File: config.mk
export PLATFORM = sky130hd
export DESIGN_NAME = condicionador_botoes_flat
export DESIGN_NICKNAME = d
export VERILOG_FILES = /design/src/rtl/condicionador_botoes_pkg.sv /design/src/rtl/condicionador_botoes_if.sv /design/src/rtl/condicionador_botoes_sincronizador_2ff.sv /design/src/rtl/condicionador_botoes.sv /design/src/flat_wrapper.sv
export SDC_FILE = /design/constraint.sdc
export NUM_CORES = 1
export LEC_CHECK = 0
export CORE_MARGIN = 1
export CORE_UTILIZATION = 55
export CTS_CLUSTER_SIZE = 12
export DETAILED_ROUTE_END_ITERATION = 10
export GPL_TIMING_DRIVEN = 1
export PLACE_DENSITY = 0.78
export SLEW_MARGIN = 20
export SYNTH_ARGS = -nofsm -noshare
export SYNTH_HDL_FRONTEND = slang
export SYNTH_SLANG_ARGS = --single-unit
File: constraint.sdc
create_clock -name clock -period 2.8 [get_ports clock]
set_input_delay 0.56 -clock clock [delete_from_list [all_inputs] [get_ports clock]]
set_output_delay 0.56 -clock clock [all_outputs]
set_load 0.01 [all_outputs]
File: src/rtl/condicionador_botoes_pkg.sv
// Shared game constants: FSM state encodings, debounce default and one-hot helpers
// used by the button conditioner and the game controller.
package condicionador_botoes_pkg;

    localparam int N_DEB_PADRAO   = 3;
    localparam int LARGURA_BOTOES = 4;

    typedef enum logic [2:0] {
        OCIOSO         = 3'd0,
        FILTRANDO      = 3'd1,
        EMITE          = 3'd2,
        AGUARDA_SOLTAR = 3'd3
    } estado_t;

    function automatic logic eh_one_hot(input logic [3:0] v);
        return (v != 4'b0000) && ((v & (v - 4'b0001)) == 4'b0000);
    endfunction

    function automatic logic [1:0] indice_one_hot(input logic [3:0] v);
        logic [1:0] idx;
        case (v)
            4'b0001: idx = 2'd0;
            4'b0010: idx = 2'd1;
            4'b0100: idx = 2'd2;
            4'b1000: idx = 2'd3;
            default: idx = 2'd0;
        endcase
        return idx;
    endfunction

endpackage

File: src/rtl/condicionador_botoes_if.sv
// Button-conditioner bus: raw buttons and move-enable in, move pulses/code/debug out.
interface condicionador_botoes_if;
    import condicionador_botoes_pkg::*;

    logic [LARGURA_BOTOES-1:0] botoes;
    logic                      habilita;
    logic                      jogada;
    logic                      invalida;
    logic [LARGURA_BOTOES-1:0] botao_codigo;
    logic [1:0]                botao_indice;
    logic [2:0]                db_estado;

    modport master (
        output botoes, habilita,
        input  jogada, invalida, botao_codigo, botao_indice, db_estado
    );

    modport slave (
        input  botoes, habilita,
        output jogada, invalida, botao_codigo, botao_indice, db_estado
    );

endinterface

File: src/rtl/condicionador_botoes_sincronizador_2ff.sv
// Two-flop synchronizer for asynchronous level inputs.
module sincronizador_2ff #(
    parameter int LARGURA = 1
) (
    input  logic               clock,
    input  logic               reset,
    input  logic [LARGURA-1:0] d,
    output logic [LARGURA-1:0] q
);

    logic [LARGURA-1:0] meta_r;
    logic [LARGURA-1:0] sinc_r;

    // metastability stage followed by the stable output stage
    always_ff @(posedge clock or negedge reset) begin
        if (!reset) begin
            meta_r <= '0;
            sinc_r <= '0;
        end else begin
            meta_r <= d;
            sinc_r <= meta_r;
        end
    end

    assign q = sinc_r;

endmodule

File: src/rtl/condicionador_botoes.sv
// Debounces the four colour buttons and emits one move pulse per stable press,
// flagging presses that are not one-hot as invalid.
module condicionador_botoes
    import condicionador_botoes_pkg::*;
#(
    parameter int N_DEB = N_DEB_PADRAO
) (
    input  logic                  clock,
    input  logic                  reset,
    condicionador_botoes_if.slave bus
);

    localparam logic [7:0] LIMITE = 8'(N_DEB - 1);

    logic [3:0] sinc_s;
    estado_t    estado_r;
    estado_t    prox_s;
    logic [3:0] amostra_r;
    logic [3:0] amostra_prox_s;
    logic [7:0] cont_r;
    logic [7:0] cont_prox_s;
    logic       emite_s;
    logic       valido_s;
    logic       jogada_r;
    logic       invalida_r;
    logic [3:0] codigo_r;
    logic [1:0] indice_r;

    sincronizador_2ff #(.LARGURA(LARGURA_BOTOES)) u_sinc (
        .clock (clock),
        .reset (reset),
        .d     (bus.botoes),
        .q     (sinc_s)
    );

    // state, sample and counter registers
    always_ff @(posedge clock or negedge reset) begin
        if (!reset) begin
            estado_r  <= OCIOSO;
            amostra_r <= 4'b0000;
            cont_r    <= 8'd0;
        end else begin
            estado_r  <= prox_s;
            amostra_r <= amostra_prox_s;
            cont_r    <= cont_prox_s;
        end
    end

    // next-state, sample and counter logic; loss of enable while filtering wins over everything
    always_comb begin
        prox_s         = OCIOSO;
        amostra_prox_s = amostra_r;
        cont_prox_s    = cont_r;
        case (estado_r)
            OCIOSO: begin
                if ((sinc_s != 4'b0000) && (bus.habilita == 1'b1)) begin
                    prox_s         = FILTRANDO;
                    amostra_prox_s = sinc_s;
                    cont_prox_s    = 8'd1;
                end else begin
                    prox_s = OCIOSO;
                end
            end
            FILTRANDO: begin
                if (bus.habilita == 1'b0) begin
                    prox_s      = AGUARDA_SOLTAR;
                    cont_prox_s = 8'd0;
                end else if (sinc_s == 4'b0000) begin
                    prox_s = OCIOSO;
                end else if (sinc_s != amostra_r) begin
                    prox_s         = FILTRANDO;
                    amostra_prox_s = sinc_s;
                    cont_prox_s    = 8'd1;
                end else if (cont_r == LIMITE) begin
                    prox_s = EMITE;
                end else begin
                    prox_s      = FILTRANDO;
                    cont_prox_s = cont_r + 8'd1;
                end
            end
            EMITE: begin
                prox_s      = AGUARDA_SOLTAR;
                cont_prox_s = 8'd0;
            end
            AGUARDA_SOLTAR: begin
                if (sinc_s != 4'b0000) begin
                    prox_s      = AGUARDA_SOLTAR;
                    cont_prox_s = 8'd0;
                end else if (cont_r == LIMITE) begin
                    prox_s      = OCIOSO;
                    cont_prox_s = 8'd0;
                end else begin
                    prox_s      = AGUARDA_SOLTAR;
                    cont_prox_s = cont_r + 8'd1;
                end
            end
            default: begin
                prox_s      = OCIOSO;
                cont_prox_s = 8'd0;
            end
        endcase
    end

    assign emite_s  = (prox_s == EMITE);
    assign valido_s = eh_one_hot(amostra_prox_s);

    // Moore outputs registered on entry to EMITE so pulse and code appear together
    always_ff @(posedge clock or negedge reset) begin
        if (!reset) begin
            jogada_r   <= 1'b0;
            invalida_r <= 1'b0;
            codigo_r   <= 4'b0000;
            indice_r   <= 2'd0;
        end else begin
            jogada_r   <= emite_s && valido_s;
            invalida_r <= emite_s && !valido_s;
            if (emite_s && valido_s) begin
                codigo_r <= amostra_prox_s;
                indice_r <= indice_one_hot(amostra_prox_s);
            end else begin
                codigo_r <= codigo_r;
                indice_r <= indice_r;
            end
        end
    end

    assign bus.jogada       = jogada_r;
    assign bus.invalida     = invalida_r;
    assign bus.botao_codigo = codigo_r;
    assign bus.botao_indice = indice_r;
    assign bus.db_estado    = estado_r;

endmodule
File: src/flat_wrapper.sv
// flat-port wrapper written by rule: the top's interface ports become plain ports
module condicionador_botoes_flat import condicionador_botoes_pkg::*;
#(
    parameter int N_DEB = N_DEB_PADRAO
)
  (clock, reset, bus_botoes, bus_habilita, bus_jogada, bus_invalida, bus_botao_codigo, bus_botao_indice, bus_db_estado);
  condicionador_botoes_if bus_i ();
  input  logic clock;
  input  logic reset;
  input wire logic [$bits(bus_i.botoes)-1:0] bus_botoes;
  input wire logic [$bits(bus_i.habilita)-1:0] bus_habilita;
  output wire logic [$bits(bus_i.jogada)-1:0] bus_jogada;
  output wire logic [$bits(bus_i.invalida)-1:0] bus_invalida;
  output wire logic [$bits(bus_i.botao_codigo)-1:0] bus_botao_codigo;
  output wire logic [$bits(bus_i.botao_indice)-1:0] bus_botao_indice;
  output wire logic [$bits(bus_i.db_estado)-1:0] bus_db_estado;
  assign bus_i.botoes = bus_botoes;
  assign bus_i.habilita = bus_habilita;
  assign bus_jogada = bus_i.jogada;
  assign bus_invalida = bus_i.invalida;
  assign bus_botao_codigo = bus_i.botao_codigo;
  assign bus_botao_indice = bus_i.botao_indice;
  assign bus_db_estado = bus_i.db_estado;
  condicionador_botoes #(.N_DEB(N_DEB)) u_core (.clock(clock), .reset(reset), .bus(bus_i));
endmodule
==> metrics.txt <==
# TYPE chip_impl_metric gauge
chip_impl_info{name="status",value="complete, but fails checks"} 1
chip_impl_info{name="violations_in_the_final_reports",value="design-rule violations"} 1
chip_impl_metric{name="design.final.nets",unit=""} 191
chip_impl_metric{name="ctsHoldBuffers",unit=""} 0
chip_impl_info{name="cts-root-buf",value="sky130_fd_sc_hd__clkbuf_4"} 1
chip_impl_metric{name="dr_wl_met3",unit="um"} 201
chip_impl_metric{name="timing.critical_path.arrival",unit="ns"} 2.74
chip_impl_metric{name="drt-total-wl",unit="um"} 3570
chip_impl_metric{name="timing.final.hold_violations",unit=""} 0
chip_impl_metric{name="grt_remaining_overflow",unit=""} 0
chip_impl_metric{name="timing.final.crit_share",unit=""} 0.893
chip_impl_metric{name="clock_skew",unit="ns"} 0.00358
chip_impl_metric{name="cellInternalPower",unit="mW"} 0.805
chip_impl_metric{name="number_of_cts_inserted_buffers",unit=""} 5
chip_impl_info{name="crit_family",value="simple AND/OR/NAND/NOR gates"} 1
chip_impl_metric{name="core_region_area",unit="mm2"} 0.00283
chip_impl_metric{name="cts_sinks",unit=""} 30
chip_impl_metric{name="max-clock-path-buffers",unit=""} 2
chip_impl_info{name="routed.top_layer",value="met4"} 1
chip_impl_info{name="synth_most_common_cell",value="sky130_fd_sc_hd__dfrtp_1"} 1
chip_impl_metric{name="min_period",unit="ns"} 2.50
chip_impl_info{name="rsz_0062_raised_after_global_routing",value="false"} 1
chip_impl_metric{name="fmaxAchievable",unit="MHz"} 400
chip_impl_metric{name="power.net_switching",unit="mW"} 0.436
chip_impl_metric{name="clk_pwr_share",unit=""} 0.273
chip_impl_metric{name="cts_resized",unit=""} 0
chip_impl_metric{name="insertedDiodeCount",unit=""} 0
chip_impl_metric{name="critical_path.max_fanout",unit=""} 5
chip_impl_info{name="worstSetupPathType",value="reg2reg"} 1
chip_impl_metric{name="io_pins",unit=""} 18
chip_impl_metric{name="synthCells",unit=""} 161
chip_impl_metric{name="hpwl",unit="um"} 2620
chip_impl_metric{name="seq_cells_post_synth",unit=""} 30
chip_impl_metric{name="grt.total_usage",unit=""} 0.254
chip_impl_metric{name="cts_post_setup_buffers_inserted",unit=""} 0
chip_impl_metric{name="yosys_warnings",unit=""} 0
chip_impl_metric{name="antenna_found_initial",unit=""} 0
chip_impl_metric{name="worstSkewPairLatency",unit="ns"} 0.33
chip_impl_metric{name="crit_required",unit="ns"} 3.04
chip_impl_metric{name="place_worst_setup_slack",unit="ns"} 0.163
chip_impl_metric{name="mappedNetlistArea",unit="mm2"} 0.00168
chip_impl_metric{name="grt_pass1_vias",unit=""} 1296
chip_impl_info{name="synthFlopType",value="sky130_fd_sc_hd__dfrtp_1"} 1
chip_impl_info{name="tritoncts_clock_tree",value="built"} 1
chip_impl_info{name="endpoint_kind",value="register"} 1
chip_impl_metric{name="floorplan.rows",unit=""} 19
chip_impl_metric{name="sw_frac_of_total",unit=""} 0.351
chip_impl_metric{name="synth_async_sr_flop_share",unit=""} 1.00
chip_impl_metric{name="area_growth_syn_to_fin",unit="%"} 16.3
chip_impl_info{name="worstPathCellList",value="inv_1, ha_1, or4b_4, nor4_4, nand4_1, nor4_1, a2bb2oi_1"} 1
chip_impl_metric{name="path_clk_slew",unit="ns"} 0.10
chip_impl_metric{name="detailroute.wirelength.met2",unit="um"} 1560
chip_impl_metric{name="report.final.slew_viol_count",unit=""} 0
chip_impl_metric{name="floorplan.initialDensity",unit=""} 0.593
chip_impl_metric{name="worst_slew_pin_slew",unit="ns"} 0.628
chip_impl_metric{name="crit_buf_inv",unit=""} 1
chip_impl_metric{name="grt_pass1_wl",unit="um"} 6220
chip_impl_metric{name="setup_total_negative_slack",unit="ns"} 0
chip_impl_metric{name="synth_top_cell_area_share",unit=""} 0.447
chip_impl_info{name="synthTopCellsByArea",value="sky130_fd_sc_hd__dfrtp_1 (45%), sky130_fd_sc_hd__a22o_1 (4.7%), sky130_fd_sc_hd__nor4_4 (3.8%), sky130_fd_sc_hd__o21ai_0 (2.7%), sky130_fd_sc_hd__o21ai_1 (2.4%)"} 1
chip_impl_metric{name="setup-violations-final",unit=""} 0
chip_impl_info{name="worst_hold_path_type",value="reg2reg"} 1
chip_impl_metric{name="routabilityCongestion",unit=""} 0.891
chip_impl_metric{name="relSlewSlack",unit=""} 0.577
chip_impl_info{name="post-synth-top-area-cell",value="sky130_fd_sc_hd__dfrtp_1"} 1
chip_impl_metric{name="synth_enable_flop_cells",unit=""} 0
chip_impl_metric{name="drcViolationCount",unit=""} 4
chip_impl_metric{name="die_width",unit="um"} 57.2
chip_impl_metric{name="fin_ws",unit="ns"} 0.299
chip_impl_metric{name="post_synth.cell_area_avg",unit="um2"} 10.4
chip_impl_metric{name="die-area",unit="mm2"} 0.00328
chip_impl_metric{name="wl_per_cell",unit="um"} 16.7
chip_impl_metric{name="dr.pass1.iters",unit=""} 10
chip_impl_metric{name="power.ir.vdd_worst",unit="mV"} 0.490
chip_impl_metric{name="wl_met1",unit="um"} 1730
chip_impl_metric{name="yosysUniqueCellTypes",unit=""} 55
chip_impl_metric{name="detail_route.vias_per_cell",unit=""} 6.34
chip_impl_metric{name="htreeDepth",unit=""} 2
chip_impl_metric{name="max_cap_violations",unit=""} 0
chip_impl_metric{name="drive_above_1_share",unit=""} 0.131
chip_impl_metric{name="fp.dieH",unit="um"} 57.2
chip_impl_metric{name="first_iter_violations",unit=""} 83
chip_impl_metric{name="power-per-cell-area",unit="mW/mm2"} 636
chip_impl_metric{name="combPwrFrac",unit=""} 0.293
chip_impl_metric{name="final_antenna_net_count",unit=""} 0
chip_impl_info{name="cp-start-kind",value="register"} 1
chip_impl_info{name="slowest_stage",value="sky130_fd_sc_hd__or4b_4"} 1
chip_impl_metric{name="filler_cell_count",unit=""} 215
chip_impl_metric{name="vias",unit=""} 1357
chip_impl_metric{name="grt_max_degree",unit=""} 31
chip_impl_metric{name="synthesis.nets",unit=""} 170
chip_impl_metric{name="power_frac_seq",unit=""} 0.433
chip_impl_metric{name="ys_seq_area_frac",unit=""} 0.447
chip_impl_metric{name="numPortBuffers",unit=""} 16
chip_impl_metric{name="p_leak",unit="nW"} 0.865
chip_impl_metric{name="p_total",unit="mW"} 1.24
chip_impl_info{name="yosys-top-cells-count",value="sky130_fd_sc_hd__dfrtp_1 (30), sky130_fd_sc_hd__a22o_1 (9), sky130_fd_sc_hd__o21ai_0 (9)"} 1
chip_impl_metric{name="critical_path.max_stage_delay",unit="ns"} 0.49
[cell usage in the layout (no fill, tap or decap), drive strengths merged, types with 2 or more instances in the layout]
cell type,n
xor2,4
and3,3
dfrtp,30
or4,2
o2bb2a,2
a2111oi,2
nor2b,5
inv,8
o211a,2
o21ai,17
nor4,6
and2,2
a22o,9
buf,6
clkbuf,6
or3,3
nand3,4
clkdlybuf4s50,16
a32o,2
a21oi,5
ha,2
nor2,7
nand2,7
nand4,3
nor3,2
a211oi,2
o31ai,2
nand2b,2
or4b,2
a31oi,2
[per-stage QoR]
stage | instances | utilization | hold slack (ns) | area (um2)
final | 214 | 0.690 | 0.361 | 1950
after floorplan | 161 | - | 0.264 | 1680
after global routing | 214 | 0.690 | 0.364 | 1950
after detailed placement | 206 | 0.662 | 0.341 | 1870
after global placement | 206 | 0.662 | 0.333 | 1870
after CTS | 214 | 0.690 | 0.363 | 1950
[power by group through the flow]
stage / sequential [mW] / clock, mW / combinational (mW)
3_5_place_dp: 0.544 / 0 / 0.361
3_3_place_gp: 0.545 / 0 / 0.348
6_report: 0.538 / 0.340 / 0.364
2_1_floorplan: 0.508 / 0 / 0.304
4_1_cts: 0.536 / 0.346 / 0.361
5_1_grt: 0.544 / 0.362 / 0.405
[state kept, by name, summed over array words and instances, names as in the netlist]
name                     cells
u_core.amostra_r             4
u_core.bus.db_estado         2
u_core.cont_r                8
u_core.bus.invalida          1
u_core.bus.jogada            1
u_core.bus.botao_codigo      4
u_core.bus.botao_indice      2
u_core.u_sinc.q              4
u_core.u_sinc.meta_r         4
[kinds of logic after synthesis]
logic type | count (synthesis) | share of synthesized area
fa+ha+maj | 3 | 0.0209
flops | 30 | 0.447
mux | 1 | 0.00597
compound gates | 53 | 0.237
xor+xnor | 5 | 0.0261
simple gates | 52 | 0.213
other cells | 1 | 0.00223
buf+inv | 16 | 0.0470
[final cells by class]
class	instances	area, um2	share of cell area
Clock buffer	6	41.3	0.0212
Clock inverter	2	37.5	0.0192
Inverter	8	30.0	0.0154
Multi-Input combinational cell	115	848	0.435
Sequential cell	30	751	0.385
Tap cell	31	38.8	0.0199
Timing Repair Buffer	22	205	0.105
[metal layers]
| layer | GRT usage | vias up |
|---|---|---|
| li1 | - | 652 |
| met1 | 0.378 | 651 |
| met2 | 0.353 | 45 |
| met3 | 0.0522 | 9 |
| met4 | 0.122 | 0 |
| met5 | 0 | - |
[final timing paths]
check / cells after the start / to / start / slack, ns
max: 7 / u_core.bus.botao_indice[1] / u_core.cont_r[0] / 0.30
min: 0 / u_core.u_sinc.q[1] / u_core.u_sinc.meta_r[1] / 0.36
max reg2reg: 7 / u_core.bus.botao_indice[1] / u_core.cont_r[0] / 0.30
min reg2reg: 0 / u_core.u_sinc.q[1] / u_core.u_sinc.meta_r[1] / 0.36
max in group asynchronous: 2 / u_core.cont_r[4] / reset / 1.92
min in group asynchronous: 2 / u_core.bus.botao_indice[0] / reset / 0.60
Note: power is estimated with default switching activity, not from simulation.
